===== config.mk =====
export PLATFORM = sky130hd
export DESIGN_NAME = ram_sp_param
export DESIGN_NICKNAME = d
export VERILOG_FILES = /design/src/rtl/ram_sp_param.sv
export SDC_FILE = /design/constraint.sdc
export NUM_CORES = 1
export LEC_CHECK = 0
export CAP_MARGIN = 20
export CORE_MARGIN = 5
export CORE_UTILIZATION = 52
export DETAILED_ROUTE_END_ITERATION = 7
export PLACE_DENSITY = 0.67
export SETUP_SLACK_MARGIN = 0.3
export SLEW_MARGIN = 0
export SYNTH_ARGS = -nofsm -noshare
export SYNTH_HDL_FRONTEND = slang
export SYNTH_SLANG_ARGS = --single-unit

===== constraint.sdc =====
create_clock -name clk_i -period 3 [get_ports clk_i]
set_input_delay 0.6 -clock clk_i [delete_from_list [all_inputs] [get_ports clk_i]]
set_output_delay 0.6 -clock clk_i [all_outputs]
set_load 0.005 [all_outputs]

===== src/rtl/ram_sp_param.sv =====
// Parametrised single-port synchronous RAM with a clear engine.
// Width and depth are configurable, the value returned on a write is
// selectable (old word or new data), and an optional output register
// adds one cycle of read latency. After reset (optionally) and on clr_i
// the whole array is overwritten with INIT_VALUE, one word per cycle,
// while busy_o is high and all requests are ignored.
//
// Handshake: an access is accepted on a rising edge where req_i=1, the
// block is not clearing and clr_i=0. Every accepted access (read or
// write) produces exactly one rvalid_o pulse, 1 cycle later (OUT_REG=0)
// or 2 cycles later (OUT_REG=1), in acceptance order. There is no
// back-pressure: one access per cycle is always accepted when ready.
// err_o is only ever high together with rvalid_o.
module ram_sp_param #(
    parameter int                DATA_W         = 8,
    parameter int                DEPTH          = 32,
    parameter int                ADDR_W         = $clog2(DEPTH),
    parameter int                WRITE_MODE     = 0,
    parameter int                OUT_REG        = 0,
    parameter int                CLEAR_ON_RESET = 1,
    parameter logic [DATA_W-1:0] INIT_VALUE     = '0
) (
    input  logic              clk_i,
    input  logic              rst_i,
    input  logic              req_i,
    input  logic              wen_i,
    input  logic [ADDR_W-1:0] addr_i,
    input  logic [DATA_W-1:0] din_i,
    input  logic              clr_i,
    output logic [DATA_W-1:0] dout_o,
    output logic              rvalid_o,
    output logic              err_o,
    output logic              busy_o,
    output logic              dbg_state_o
);

    typedef enum logic {
        ST_READY = 1'b0,
        ST_CLEAR = 1'b1
    } state_t;

    localparam logic [ADDR_W-1:0] LAST_ADDR = ADDR_W'(DEPTH - 1);
    localparam int unsigned       DEPTH_U   = DEPTH;

    logic [DATA_W-1:0] mem [DEPTH];

    state_t            state;
    state_t            state_nxt;
    logic [ADDR_W-1:0] clr_addr;
    logic [ADDR_W-1:0] clr_addr_nxt;
    logic              clear_we;
    logic              accept;
    logic              in_range;
    logic [DATA_W-1:0] rd_word;
    logic [DATA_W-1:0] ret_word;

    // Stage-1 return registers (the only stage when OUT_REG=0).
    logic              s1_valid;
    logic              s1_err;
    logic [DATA_W-1:0] s1_data;

    // FSM state and clear-address register.
    always_ff @(posedge clk_i or posedge rst_i) begin
        if (rst_i) begin
            state    <= (CLEAR_ON_RESET != 0) ? ST_CLEAR : ST_READY;
            clr_addr <= '0;
        end else begin
            state    <= state_nxt;
            clr_addr <= clr_addr_nxt;
        end
    end

    // Next-state logic: sweep the array while clearing, otherwise accept
    // accesses; clr_i wins over req_i and drops that access.
    always_comb begin
        state_nxt    = state;
        clr_addr_nxt = clr_addr;
        clear_we     = 1'b0;
        accept       = 1'b0;
        case (state)
            ST_CLEAR: begin
                clear_we = 1'b1;
                if (clr_addr == LAST_ADDR) begin
                    state_nxt = ST_READY;
                end else begin
                    clr_addr_nxt = clr_addr + ADDR_W'(1);
                end
            end
            default: begin
                if (clr_i) begin
                    state_nxt    = ST_CLEAR;
                    clr_addr_nxt = '0;
                end else if (req_i) begin
                    accept = 1'b1;
                end
            end
        endcase
    end

    // Address decode and the word returned for the access being accepted.
    // Out-of-range addresses never touch the array and return zero.
    always_comb begin
        in_range = (32'(addr_i) < DEPTH_U);
        rd_word  = '0;
        if (in_range) begin
            rd_word = mem[addr_i];
        end
        ret_word = rd_word;
        if (wen_i && (WRITE_MODE != 0) && in_range) begin
            ret_word = din_i;
        end
    end

    // Array write port: the clear sweep or an accepted in-range write.
    always_ff @(posedge clk_i) begin
        if (clear_we) begin
            mem[clr_addr] <= INIT_VALUE;
        end else if (accept && wen_i && in_range) begin
            mem[addr_i] <= din_i;
        end
    end

    // First return stage; data holds between accepted accesses.
    always_ff @(posedge clk_i or posedge rst_i) begin
        if (rst_i) begin
            s1_valid <= 1'b0;
            s1_err   <= 1'b0;
            s1_data  <= '0;
        end else begin
            s1_valid <= accept;
            s1_err   <= accept && !in_range;
            if (accept) begin
                s1_data <= ret_word;
            end
        end
    end

    generate
        if (OUT_REG != 0) begin : g_out_reg
            logic              s2_valid;
            logic              s2_err;
            logic [DATA_W-1:0] s2_data;

            // Optional output stage: delays stage 1 by one cycle.
            always_ff @(posedge clk_i or posedge rst_i) begin
                if (rst_i) begin
                    s2_valid <= 1'b0;
                    s2_err   <= 1'b0;
                    s2_data  <= '0;
                end else begin
                    s2_valid <= s1_valid;
                    s2_err   <= s1_err;
                    if (s1_valid) begin
                        s2_data <= s1_data;
                    end
                end
            end

            assign dout_o   = s2_data;
            assign rvalid_o = s2_valid;
            assign err_o    = s2_err;
        end else begin : g_no_out_reg
            assign dout_o   = s1_data;
            assign rvalid_o = s1_valid;
            assign err_o    = s1_err;
        end
    endgenerate

    assign busy_o      = (state == ST_CLEAR);
    assign dbg_state_o = state;

endmodule


==> results.md <==
* Crit path DAT at 2.64 ns
* Post-DR wirelength/cell at 24.04 um
* Minimum clock period at 2.480 ns
* Global-route wire length before repair at 37230 um
* Pwr Total at 9696 uW
* Place WS at -0.1083 ns
* RSZ-0062 raised after global routing: false
* Avg Inst Size Synth at 16.98 sq um
* Post-synthesis sequential area ratio at 72.73%
* CTS tree: built
* Cell Area, Synth at 11090 sq um
* Crit. End Element: register
* Synth area leader: edfxtp_1
* Clock Path Buffers at 3
* Placed cell area at 11860 sq um
* Design area at 12800 sq um
* Post-route DRC at 0
* WHS at 0.4769 ns
* Clock transition at path regs at 0.06 ns
* Pre-antenna DRT Iters at 5
* Area share of the largest cell type after synthesis at 69.34%
* Setup Skew at 0.009434 ns
* Postcts setup bufs at 0
* Clock Tree Root: clkbuf_16
* Min setup slack post-route at 0.5196 ns
* Post-route ant nets at 0
* Clock Latency Late Sink at 0.53 ns
* Max FO, Critical Path at 12
* GRT overflow at 0
* Most common cell in the netlist: edfxtp_1
* Share of layout cells above drive strength 1 at 15.52%
* Ant. Diodes at 0
* Syn-to-layout area delta at 15.42%
* Antenna violations before repair at 0
* Synth area leaders: edfxtp_1 69%, mux2i_1 12%, dfrtp_1 3.2%, a22oi_1 2.2%, a22o_1 1.3%
* Post-CTS Hold Buffers at 0
* VDD IR-drop max at 717.6 uV
* Die ar. at 24340 sq um
* Starting Density at 52.74%
* Synth Flop Type: edfxtp_1
* Max_slew headroom at 48.11%
* Total nets after synthesis at 673
* Most frequent cells after synthesis: 256 x edfxtp_1, 128 x mux2i_1, 36 x nor2_1
* Setup CP Type: register to register
* Routability-driven placement congestion ratio at 0.8607
* DRT iter0 DRCs at 520
* Final slew viol count at 0
* Pwr Density at 757.7 nW/um^2
* Number of flops mapped to enable cells by yosys at 256
* Die height at 156.0 um
* Die width at 156.0 um
* Asr flop ratio synth at 5.535%
* Distinct cells, synth at 39
* Nets at 741
* All-Layer GR Usage at 20.29%
* Worst endpoint required time at 3.16 ns
* Core area at 21020 sq um
* Hold WC Path Type: primary input to asynchronous set/reset pin
* PortBufs at 28
* Mapped Cells at 653
* Vias in the first global route at 6139
* Post-CTS Resized at 0
* Ys Warns at 0
* Slew @ Worst Pin at 0.7764 ns
* # IOs at 30
* Outcome: complete, no violations
* Avg Vias per Cell at 5.920
* Crit start category: register
* Max-cap violations at 0
* Post-detail-place hpwl at 15580 um
* Largest net degree at the start of global routing at 50
* Final Hold Fails at 0
* DR vias at 6015
* # rows at 53
* # H-tree levels at 1
* Leakage power at 0.004724 uW
* CTS sink cnt at 271
* Fin crit share at 82.68%
* Post-synthesis register bit count at 271
* Final Setup Violations at 0
* FMAX at 403.2 MHz
* Final WL at 24430 um
* Inserted Clock Buffers at 26
-- sequential cells by signal, indices dropped and copies added (netlist names) --
name	flops
busy_o	1
rvalid_o	1
dout_o	8
mem	256
clr_addr	5
-- cell usage in the layout, fill, tap and decap left out, drive strengths merged, types with 2 or more instances in the layout --
cell type	count
edfxtp	256
mux2i	128
buf	53
nor2	38
a22oi	32
clkbuf	31
clkdlybuf4s50	27
a21oi	21
a22o	17
nand2	16
a221oi	16
dfrtp	14
inv	12
and2	9
o22ai	9
o41ai	8
nor3	8
clkinv	8
bufinv	6
a41oi	4
o21ai	3
a31oi	3
nor2b	3
nand2b	2
nand3	2
o22a	2
ha	2
clkinvlp	2
a32oi	2
-- metrics by stage --
stage	util (%)	cells	setup TNS [ns]
final	60.87	1016	0
after floorplan	-	653	0
after detailed placement	56.43	968	-2.984
after global placement	56.43	968	-0.03080
after CTS	60.84	1016	0
after global routing	60.87	1016	0
-- logic make-up after synthesis --
kind of cell	share of synthesized area [%]
buffers and inverters	3.149
DFF	72.73
muxes	11.66
other	0.03382
and+or+nand+nor	3.352
adders and majority gates	0.2257
AOI/OAI and AO/OA	8.848
-- area by class of cell --
cell class              instances  area, sq um
fillers                      1508         8225
flip-flops and latches        271         8064
multi-input cells             331         2686
repair buffers                 80        734.5
clock buffers                  31        690.7
well taps                     275        344.1
clock inverters                17        235.2
inverters                      11        41.29
-- worst paths after layout --
check	startpoint	to	slack, ns	cells after the start
worst max-delay path	busy_o	mem[26][7]	0.52	5
worst min register to register	dout_o[5]	dout_o[5]	0.50	2
worst min-delay path	rst_i	clr_addr[1]	0.48	2
max in group asynchronous	rst_i	dout_o[7]	2.07	2
min in group clk_i	dout_o[5]	dout_o[5]	0.50	2
worst max register to register	busy_o	mem[26][7]	0.52	5
-- routing by layer --
layer  routed length, um  GRT usage (%)  up-vias
met5                   0              0        -
met4                 497          5.419        0
met3                1747          3.135       36
met2               11650          32.07      237
met1               10530          29.77     3015
li1                    -              -     2727
-- power by group --
part / switching [uW] / internal [uW]
Sequential: 185 / 4590
Clock: 1350 / 2160
Combinational: 861 / 556
-- worst max-delay path, stage by stage, from the launching register on --
cell	delay (ns)
dfstp_2	0.65
nor2_2	0.11
nand3_1	0.18
buf_4	0.19
a41oi_1	0.28
nor2_1	0.69
Note: power is estimated with default switching activity, not from simulation.
